$ cat config.mk
export PLATFORM = sky130hd
export DESIGN_NAME = uart_frame_sample_rx
export DESIGN_NICKNAME = d
export VERILOG_FILES = /design/src/rtl/uart_frame_sample_rx_pkg.sv /design/src/rtl/uart_frame_sample_rx_assembler.sv /design/src/rtl/uart_frame_sample_rx.sv
export SDC_FILE = /design/constraint.sdc
export NUM_CORES = 1
export LEC_CHECK = 0
export ABC_AREA = 1
export CAP_MARGIN = 20
export CORE_MARGIN = 5
export CORE_UTILIZATION = 50
export CTS_CLUSTER_SIZE = 20
export DETAILED_ROUTE_END_ITERATION = 7
export GPL_TIMING_DRIVEN = 0
export HOLD_SLACK_MARGIN = 0.12
export PLACE_DENSITY = 0.8
export SLEW_MARGIN = 0
export SYNTH_ARGS = -nofsm -noshare
export SYNTH_HDL_FRONTEND = slang
export SYNTH_SLANG_ARGS = --single-unit
export TNS_END_PERCENT = 10
$ cat constraint.sdc
create_clock -name clk -period 1.85 [get_ports clk]
set_input_delay 0.2775 -clock clk [delete_from_list [all_inputs] [get_ports clk]]
set_output_delay 0.2775 -clock clk [all_outputs]
set_load 0.02 [all_outputs]
$ cat src/rtl/uart_frame_sample_rx_pkg.sv
// Shared definitions for the framed UART sample receiver: FSM states, error codes
// and the SOF byte lookup.
package uart_frame_sample_rx_pkg;

   typedef enum logic [3:0] {
      ST_SOF0,
      ST_SOF1,
      ST_SOF2,
      ST_SOF3,
      ST_STAT0,
      ST_STAT1,
      ST_PAYLOAD,
      ST_CHK,
      ST_EOF
   } state_t;

   localparam logic [1:0] ERR_HDR = 2'd0;
   localparam logic [1:0] ERR_CHK = 2'd1;
   localparam logic [1:0] ERR_EOF = 2'd2;

   // SOF word travels MSB byte first, so byte 0 is word[31:24].
   function automatic logic [7:0] sof_byte(input logic [31:0] word, input logic [1:0] idx);
      case (idx)
         2'd0:    return word[31:24];
         2'd1:    return word[23:16];
         2'd2:    return word[15:8];
         default: return word[7:0];
      endcase
   endfunction

endpackage

$ cat src/rtl/uart_frame_sample_rx_assembler.sv
// Byte-to-sample assembler: inserts payload bytes into a {imag, real} word, real part
// first, with per-part byte order chosen by PART_LE.
module uart_frame_sample_rx_assembler #(
   parameter int SAMPLE_W = 16,
   parameter bit PART_LE  = 1'b1
) (
   input  logic                  clk,
   input  logic                  rst,
   input  logic                  clear,
   input  logic                  byte_valid,
   input  logic [7:0]            byte_data,
   output logic [2*SAMPLE_W-1:0] sample_next,
   output logic                  sample_done
);

   localparam int NB  = SAMPLE_W / 8;
   localparam int BPS = 2 * NB;
   localparam int CW  = $clog2(BPS);

   logic [CW-1:0]         cnt_q;
   logic [2*SAMPLE_W-1:0] sample_q;

   function automatic int slot(input int k);
      int j;
      j = k % NB;
      return (k / NB) * NB + (PART_LE ? j : NB - 1 - j);
   endfunction

   // sample_next already holds the current byte so the top can register it on completion.
   always_comb begin
      sample_next = sample_q;
      for (int k = 0; k < BPS; k++) begin
         if (cnt_q == CW'(k)) sample_next[slot(k)*8 +: 8] = byte_data;
      end
   end

   assign sample_done = byte_valid && (cnt_q == CW'(BPS - 1));

   always_ff @(posedge clk) begin
      if (rst || clear) begin
         cnt_q    <= '0;
         sample_q <= '0;
      end else if (byte_valid) begin
         sample_q <= sample_next;
         cnt_q    <= sample_done ? '0 : cnt_q + 1'b1;
      end
   end

endmodule

$ cat src/rtl/uart_frame_sample_rx.sv
// Framed UART receiver: SOF hunt, header check, payload -> complex samples, XOR checksum
// and EOF validation, with registered FIFO write, done, error and overflow strobes.
//
// state      | meaning
// SOF0..SOF3 | matching SOF_WORD bytes 0..3
// STAT0      | status[15:8]
// STAT1      | status[7:0], header check
// PAYLOAD    | assembling samples
// CHK        | compare checksum byte
// EOF        | compare EOF byte, report frame result
module uart_frame_sample_rx
   import uart_frame_sample_rx_pkg::*;
#(
   parameter int          SAMPLE_W    = 16,
   parameter logic [31:0] SOF_WORD    = 32'hA55A_C33C,
   parameter logic [7:0]  EOF_BYTE    = 8'h0D,
   parameter logic [4:0]  TYPE_ACCEPT = 5'd1,
   parameter int          MAX_LEN     = 1024,
   parameter bit          PART_LE     = 1'b1
) (
   input  logic                  clk,
   input  logic                  rst,
   input  logic [7:0]            uart_i,
   input  logic                  valid_i,
   input  logic                  fifo_full_i,
   output logic [2*SAMPLE_W-1:0] data_o,
   output logic                  write_req_o,
   output logic [4:0]            type_o,
   output logic                  frame_done_o,
   output logic                  frame_err_o,
   output logic [1:0]            err_code_o,
   output logic                  overflow_o
);

   logic [7:0]            byte_r;
   logic                  valid_r, full_r;
   state_t                state_q, next_state, sof_restart;
   logic [7:0]            stat_hi_q, chk_q;
   logic [10:0]           len_q, sample_cnt_q;
   logic                  chk_err_q;
   logic [4:0]            hdr_type;
   logic [10:0]           hdr_len;
   logic                  hdr_bad;
   logic                  asm_valid, sample_done;
   logic [2*SAMPLE_W-1:0] sample_next;
   logic                  hdr_ok, chk_clr, chk_acc, write_en, ovf_en, done_en, err_en;
   logic [1:0]            err_code;

   assign hdr_type    = stat_hi_q[7:3];
   assign hdr_len     = {stat_hi_q[2:0], byte_r};
   assign hdr_bad     = (hdr_type != TYPE_ACCEPT) || (hdr_len == 11'd0) || (hdr_len > 11'(MAX_LEN));
   assign asm_valid   = valid_r && (state_q == ST_PAYLOAD);
   // A mismatching byte may itself be the start of a new SOF.
   assign sof_restart = (byte_r == sof_byte(SOF_WORD, 2'd0)) ? ST_SOF1 : ST_SOF0;

   uart_frame_sample_rx_assembler #(
      .SAMPLE_W (SAMPLE_W),
      .PART_LE  (PART_LE)
   ) u_asm (
      .clk         (clk),
      .rst         (rst),
      .clear       (hdr_ok),
      .byte_valid  (asm_valid),
      .byte_data   (byte_r),
      .sample_next (sample_next),
      .sample_done (sample_done)
   );

   always_ff @(posedge clk) begin
      if (rst) begin
         byte_r  <= '0;
         valid_r <= 1'b0;
         full_r  <= 1'b0;
         state_q <= ST_SOF0;
      end else begin
         byte_r  <= uart_i;
         valid_r <= valid_i;
         full_r  <= fifo_full_i;
         state_q <= next_state;
      end
   end

   always_comb begin
      next_state = state_q;
      hdr_ok     = 1'b0;
      chk_clr    = 1'b0;
      chk_acc    = 1'b0;
      write_en   = 1'b0;
      ovf_en     = 1'b0;
      done_en    = 1'b0;
      err_en     = 1'b0;
      err_code   = ERR_HDR;
      if (valid_r) begin
         case (state_q)
            ST_SOF0: next_state = sof_restart;
            ST_SOF1: next_state = (byte_r == sof_byte(SOF_WORD, 2'd1)) ? ST_SOF2 : sof_restart;
            ST_SOF2: next_state = (byte_r == sof_byte(SOF_WORD, 2'd2)) ? ST_SOF3 : sof_restart;
            ST_SOF3: begin
               if (byte_r == sof_byte(SOF_WORD, 2'd3)) begin
                  next_state = ST_STAT0;
                  chk_clr    = 1'b1;
               end else begin
                  next_state = sof_restart;
               end
            end
            ST_STAT0: begin
               chk_acc    = 1'b1;
               next_state = ST_STAT1;
            end
            ST_STAT1: begin
               chk_acc = 1'b1;
               if (hdr_bad) begin
                  err_en     = 1'b1;
                  err_code   = ERR_HDR;
                  next_state = ST_SOF0;
               end else begin
                  hdr_ok     = 1'b1;
                  next_state = ST_PAYLOAD;
               end
            end
            ST_PAYLOAD: begin
               chk_acc = 1'b1;
               if (sample_done) begin
                  write_en = !full_r;
                  ovf_en   = full_r;
                  if (sample_cnt_q == len_q - 11'd1) next_state = ST_CHK;
               end
            end
            ST_CHK: next_state = ST_EOF;
            ST_EOF: begin
               next_state = ST_SOF0;
               if (byte_r != EOF_BYTE) begin
                  err_en   = 1'b1;
                  err_code = ERR_EOF;
               end else if (chk_err_q) begin
                  err_en   = 1'b1;
                  err_code = ERR_CHK;
               end else begin
                  done_en  = 1'b1;
               end
            end
            default: next_state = ST_SOF0;
         endcase
      end
   end

   always_ff @(posedge clk) begin
      if (rst) begin
         stat_hi_q    <= '0;
         len_q        <= '0;
         sample_cnt_q <= '0;
         chk_q        <= '0;
         chk_err_q    <= 1'b0;
      end else begin
         if (valid_r && state_q == ST_STAT0) stat_hi_q <= byte_r;
         if (hdr_ok) begin
            len_q        <= hdr_len;
            sample_cnt_q <= '0;
            chk_err_q    <= 1'b0;
         end else if (sample_done) begin
            sample_cnt_q <= sample_cnt_q + 11'd1;
         end
         if (chk_clr) chk_q <= '0;
         else if (chk_acc) chk_q <= chk_q ^ byte_r;
         if (valid_r && state_q == ST_CHK) chk_err_q <= (byte_r != chk_q);
      end
   end

   always_ff @(posedge clk) begin
      if (rst) begin
         data_o       <= '0;
         write_req_o  <= 1'b0;
         type_o       <= '0;
         frame_done_o <= 1'b0;
         frame_err_o  <= 1'b0;
         err_code_o   <= '0;
         overflow_o   <= 1'b0;
      end else begin
         write_req_o  <= write_en;
         overflow_o   <= ovf_en;
         frame_done_o <= done_en;
         frame_err_o  <= err_en;
         err_code_o   <= err_en ? err_code : 2'd0;
         if (write_en) data_o <= sample_next;
         if (hdr_ok) type_o <= hdr_type;
      end
   end

endmodule
==> flow_metrics.tcl, run 1 <==
set metrics [dict create \
    run_status "finished, final reports clean" \
    cts_buffers 17 \
    htree_levels 4 \
    utilization_pct 63.2 \
    layout-drive-gt1-share_pct 15.7 \
    gp_congestion 0.885 \
    vias 5567 \
    fin_crit_sh_pct 96.6 \
    core_area_mm2 0.0119 \
    power.total_mw 6.33 \
    clk_pin_slew_ps 50 \
    die_area_mm2 0.0143 \
    grt_pass1_vias 5009 \
    grt.overflow.total 0 \
    yosysWarningCount 0 \
    final_cells 1054 \
    chipHeight_um 119 \
    synth_seq_cells 130 \
    relSlewSlack_pct 63.8 \
    wire_per_inst_um 14.4 \
    max_freq_ghz 0.560 \
    hp-class "in -> reg" \
    root_buffer "clkbuf_16" \
    period_needed_ps 1790 \
    arrival_ps 2090 \
    io_pins 55 \
    fin_nets 913 \
    ys_types 37 \
    cts_tree "yes" \
    crit_fanout 10 \
    cts_buffer_depth 2 \
    maxSlewViolCount 0 \
    diodes 0 \
    rsz0062_at_grt "true" \
    rr_worst_depth 9 \
    drv_cap 0 \
    fin_skew_ps 11.0 \
    synth_area_mm2 0.00599 \
    leakage_nw 2.82 \
    required_ps 2150 \
    path_class "reg -> reg" \
    hold_viol 0 \
    tightest_slew_ps 543 \
    irDropWorstVdd_mv 0.535 \
    syn_nets 832 \
    port_buffers 53 \
    startpoint_type "register" \
    drt_iter0_drc 453 \
    end_kind "register" \
    wirelength_mm 15.2 \
    std_cell_rows 40 \
    drtPass1Iterations 5 \
    cts_hold_buf 0 \
    viasPerCell 5.28 \
    syn2layout_area_growth_pct 25.0 \
    syn_area_per_cell_um2 7.36 \
    antenna_found_initial 0 \
    initial_core_util_pct 50.5 \
    timing.hold.worst_path_depth 3 \
    clkLatencyLatePin_ps 420 \
    drc 0 \
    grt_max_degree 17 \
    die_x_um 119 \
    dp_hpwl_mm 10.2 \
    track_usage_pct 21.2 \
    ant_nets 0 \
    netlist_instances 814 \
    ys_seq_area_share_pct 43.4 \
    dp_cells 1014 \
    setup_viol 0 \
    grt_pass1_wl_mm 24.5 \
    numClockSinks 130 \
    p_per_area_mw_per_mm2 845 \
]
final cells by class:
| class | instances | area [um2] |
|---|---|---|
| clock buffers | 27 | 513 |
| multi-input cells | 565 | 3000 |
| plain buffers | 45 | 255 |
| inverters | 73 | 274 |
| fillers | 1002 | 4370 |
| well taps | 147 | 184 |
| clock inverters | 4 | 47.5 |
| repair buffers | 63 | 609 |
| flip-flops and latches | 130 | 2610 |
synth_stat cells:
cell type / number / share of area, %
a31o_2: 1 / 0.15
nand3_1: 51 / 4.3
buf_2: 15 / 1.3
or2_1: 1 / 0.10
nor3_2: 2 / 0.33
a21oi_1: 91 / 7.6
xnor2_1: 4 / 0.58
nor2_1: 76 / 4.8
inv_1: 65 / 4.1
o21a_1: 1 / 0.13
ha_1: 6 / 1.3
buf_6: 5 / 0.94
inv_2: 5 / 0.31
a21oi_2: 33 / 4.8
o31ai_1: 9 / 1.1
nand2_2: 2 / 0.21
nand3_4: 1 / 0.29
nor2_8: 1 / 0.33
xor2_1: 18 / 2.6
clkbuf_2: 1 / 0.083
nor2_4: 4 / 0.75
o21ai_0: 28 / 2.3
buf_4: 1 / 0.13
or2_2: 1 / 0.10
o21ai_1: 7 / 0.58
nand4_1: 8 / 0.83
dfxtp_1: 130 / 43
nor4_1: 5 / 0.52
nand2_1: 195 / 12
clkinv_1: 3 / 0.19
nand3_2: 1 / 0.17
nor2_2: 2 / 0.21
o21bai_1: 1 / 0.13
nor3_1: 13 / 1.1
nand4_4: 1 / 0.35
nand2_4: 1 / 0.19
clkbuf_1: 25 / 1.6
sequential cells by signal, indices dropped and copies added, names as in the netlist:
register	count
u_asm.cnt_q	2
sample_cnt_q	11
err_code_o	2
chk_q	8
stat_hi_q	8
overflow_o	1
byte_r	8
write_req_o	1
frame_err_o	1
type_o	5
state_q	4
frame_done_o	1
full_r	1
valid_r	1
u_asm.sample_q	32
len_q	11
data_o	32
chk_err_q	1
path summary, 6_finish.rpt:
kind / start / endpoint / slack [ps]
setup / recovery: byte_r[1] / len_q[9] / 60
hold / removal: fifo_full_i / full_r / 370
setup reg to reg: byte_r[1] / len_q[9] / 60
hold reg to reg: type_o[2] / type_o[2] / 430
metal layers:
layer,global-route usage (%),vias to the layer above,share of wire (%)
met4,6.01,0,1.4
met2,32.2,200,45
li1,-,2810,-
met3,5.75,22,6.5
met5,0,-,0
met1,29.5,2535,47
placed cells by master (no fill, tap or decap), drive strengths merged:
master,count
nor2,83
nand3,53
nor4,5
inv,70
clkbuf,56
or2,2
o31ai,9
a21oi,124
nor3,15
clkinvlp,1
o21bai,1
ha,6
bufinv,1
nand2,199
xnor2,4
a31o,1
clkinv,5
dfxtp,130
xor2,18
nand4,9
clkdlybuf4s50,53
buf,26
o21a,1
o21ai,35
report_power, final:
group          switching (mW)  internal [mW]  leakage [nW]
combinational           0.211         0.0970          1.49
clock                    1.16           2.01         0.273
sequential             0.0230           2.83          1.05
total                    1.40           4.94          2.82
timing repair:
item / CTS / global route
gates resized for setup: 8 / 40
pin swaps: 0 / 13
gates cloned: 0 / 1
endpoints found under the setup margin: 16 / 91
setup buffers: 0 / 10
worst max-delay path, stage by stage (launching register included):
cell and delay, ps:
dfxtp_1 420, inv_2 150, nand3_1 120, nor2_2 40, a31o_2 210, nor2_4 150, nand3_4 150, buf_6 190
o21ai_1 170, a21oi_1 50
per-stage QoR:
stage | hold WS, ps | setup TNS [ps] | instance area (um2) | setup WS (ps)
2_1_floorplan | 384 | 0 | 5990 | 204
3_3_place_gp | 424 | -1020 | 6710 | -102
3_5_place_dp | 427 | -948 | 6710 | -156
4_1_cts | 361 | -33.5 | 7290 | -13.4
5_1_grt | 366 | -217 | 7490 | -76.1
6_report | 366 | 0 | 7490 | 63.1
cells by family after synthesis:
| logic type | after synthesis | share of synthesized area [%] |
|---|---|---|
| compound gates | 171 | 16.9 |
| xor+xnor | 22 | 3.21 |
| buf+inv | 120 | 8.54 |
| flops | 130 | 43.4 |
| fa+ha+maj | 6 | 1.25 |
| simple gates | 365 | 26.7 |
(Power assumes the default switching activity.)
==> run 2, diff against run 1 <==
--- a/config.mk
+++ b/config.mk
@@ -18,4 +18,5 @@
 export SYNTH_ARGS = -nofsm -noshare
 export SYNTH_HDL_FRONTEND = slang
+export SYNTH_HIERARCHICAL = 1
 export SYNTH_SLANG_ARGS = --single-unit
 export TNS_END_PERCENT = 10
==> constraint.sdc (replaced) <==
create_clock -name clk -period 1.85 [get_ports clk]
set_input_delay 0.4625 -clock clk [delete_from_list [all_inputs] [get_ports clk]]
set_output_delay 0.4625 -clock clk [all_outputs]
set_load 0.02 [all_outputs]
==> flow_metrics.tcl, run 2 <==
set metrics [dict create \
    clk_pin_slew_ps 60 \
    yosysWarningCount 6 \
    end_kind "register" \
    wirelength_mm 15.8 \
    antenna_found_initial 0 \
    top_regs "data_o: 32 flops, u_asm/sample_q: 32 flops" \
    ys.flop_type "dfxtp_1" \
    required_ps 2170 \
    viasPerCell 5.20 \
    cts_buffers 17 \
    setup_viol 42 \
    yosys.area.top_type_share_pct 42.5 \
    die_area_mm2 0.0145 \
    cts_hold_buf 0 \
    drt_iter0_drc 606 \
    yosysTopAreaCell "dfxtp_1" \
    relSlewSlack_pct 47.8 \
    syn2layout_area_growth_pct 30.3 \
    ant_nets 0 \
    chipHeight_um 121 \
    drc 0 \
    grt_pass1_wl_mm 24.4 \
    port_buffers 54 \
    grt_pass1_vias 5237 \
    ys_types 36 \
    fin_skew_ps 5.77 \
    grt_max_degree 17 \
    drtPass1Iterations 6 \
    irDropWorstVdd_mv 0.816 \
    htree_levels 4 \
    diodes 0 \
    period_needed_ps 2140 \
    cts_buffer_depth 2 \
    fin_ws_ps -294 \
    pre_cts_slack_ps -668 \
    tns_ps -5030 \
    holdWs_ps 435 \
    p_per_area_mw_per_mm2 796 \
    rsz0062_at_grt "true" \
    startpoint_type "register" \
    syn_nets 894 \
    holdCritStartpoint "type_o[4]" \
    cts_tree "yes" \
    max_freq_ghz 0.466 \
    grt.overflow.total 0 \
    dp_hpwl_mm 10.1 \
    fin_nets 990 \
    arrival_ps 2460 \
    synth_edf_count 0 \
    hp-class "reg -> reg" \
    gp_congestion 0.909 \
    violations "setup timing" \
    synth_seq_cells 130 \
    core_area_mm2 0.0120 \
    final_common_cell "nand2_1" \
    tightest_slew_ps 776 \
    fin_crit_sh_pct 116 \
    clkLatencyLatePin_ps 420 \
    initial_core_util_pct 50.9 \
    layout_common_cells "nand2_1, nor2_1, dfxtp_1" \
    die_x_um 121 \
    std_cell_rows 40 \
    crit_chain "inv_2 > nor2_4 > inv_2 > nor2_4 > inv_2 > nor2_4 > buf_6 > nand2_8 > inv_12 > nand3_1 > nor2_1 > o21ai_1 > inv_1 > nand3_2 > nor2_2 > nand2_2 > nand2_4 > nand3b_1 > nand2_1 > inv_1" \
    run_status "finished with violations" \
    root_buffer "clkbuf_16" \
    maxSlewViolCount 0 \
    syn_area_per_cell_um2 6.98 \
    ys_seq_area_share_pct 42.5 \
    slowest_stage "dfxtp_2" \
    r2r-start "state_q[2]" \
    numClockSinks 130 \
    io_pins 55 \
    leakage_nw 4.05 \
    max_stage_delay_ps 330 \
    critPathLaunch "state_q[2]" \
    synthTopCellsByCount "nand2_1, nor2_1, dfxtp_1" \
    layout-drive-gt1-share_pct 16.5 \
    synth_area_mm2 0.00612 \
    vias 5882 \
    drv_cap 0 \
    wire_per_inst_um 14.0 \
    path_class "reg -> reg" \
    netlist_instances 876 \
    synth_most_common_cell "nand2_1" \
    track_usage_pct 21.2 \
    power.total_mw 6.35 \
    async_flop_share_pct 0 \
    synth_area_leaders "dfxtp_1, nand2_1, nor2_1" \
    crit_fanout 7 \
    hold_viol 0 \
]
[run 2: per-layer routing]
metal / part of all wire, % / GRT usage, % / routed length, um / vias up
met3: 6.8 / 5.66 / 1070 / 61
li1: - / - / - / 2946
met4: 4.2 / 11.4 / 670 / 0
met1: 42 / 25.8 / 6690 / 2640
met5: 0 / 0 / 0 / -
met2: 47 / 34.0 / 7410 / 235
[run 2: worst max-delay path, delay by kind of cell, from the launching register on]
kind | cells | cell delay (ps)
AO/OA/AOI/OAI | 1 | 80
buffers and inverters | 7 | 490
flip-flops | 1 | 330
AND/OR/NAND/NOR | 12 | 1120
[run 2: power breakdown]
part | total [mW] | internal [mW] | switching, mW | leakage [nW]
logic | 0.300 | 0.116 | 0.184 | 2.73
registers | 2.88 | 2.82 | 0.0559 | 1.06
clock network | 3.16 | 1.91 | 1.25 | 0.269
total | 6.35 | 4.86 | 1.49 | 4.05
[run 2: logic make-up after synthesis]
kind of cell | Yosys count | synth area share, %
AO/OA/AOI/OAI | 103 | 9.02
XOR/XNOR | 22 | 3.37
adder cells (fa/ha/maj) | 6 | 1.23
buffers and inverters | 131 | 10.1
flip-flops | 130 | 42.5
AND/OR/NAND/NOR | 484 | 33.7
[run 2: path summary, 6_finish.rpt]
| kind | slack, ps | to | depth (start not counted) |
|---|---|---|---|
| min | 440 | type_o[4] | 2 |
| max reg2reg | -290 | state_q[1] | 20 |
| min reg2reg | 440 | type_o[4] | 2 |
| max | -290 | state_q[1] | 20 |
[run 2: cell type report]
class / count / area (um2)
Buffer: 33 / 307
Clock buffer: 20 / 457
Clock inverter: 12 / 106
Fill cell: 982 / 4040
Inverter: 98 / 405
Multi-Input combinational cell: 615 / 3060
Sequential cell: 130 / 2630
Tap cell: 147 / 184
Timing Repair Buffer: 77 / 820
[run 2: per-stage QoR]
step | area [um2] | utilization, % | instances
3_3_place_gp | 6890 | 57.4 | 1077
3_5_place_dp | 6890 | 57.4 | 1077
2_1_floorplan | 6170 | - | 876
6_report | 7970 | 66.4 | 1132
5_1_grt | 7970 | 66.4 | 1132
4_1_cts | 7630 | 63.6 | 1123
[run 2: timing repair]
| item | CTS | global route |
|---|---|---|
| gates resized for setup | 40 | 94 |
| pin swaps | 7 | 12 |
| cloned | 0 | 3 |
| hold endpoints to repair | 0 | 0 |
| setup buffers | 14 | 6 |
| setup endpoints to repair | 106 | 118 |
==> run 3, diff against run 2 <==
CTS_CLUSTER_SIZE = unset   (was 20)
==> results of run 3 <==
Final layout, timing and power as in run 2 (identical DEF).
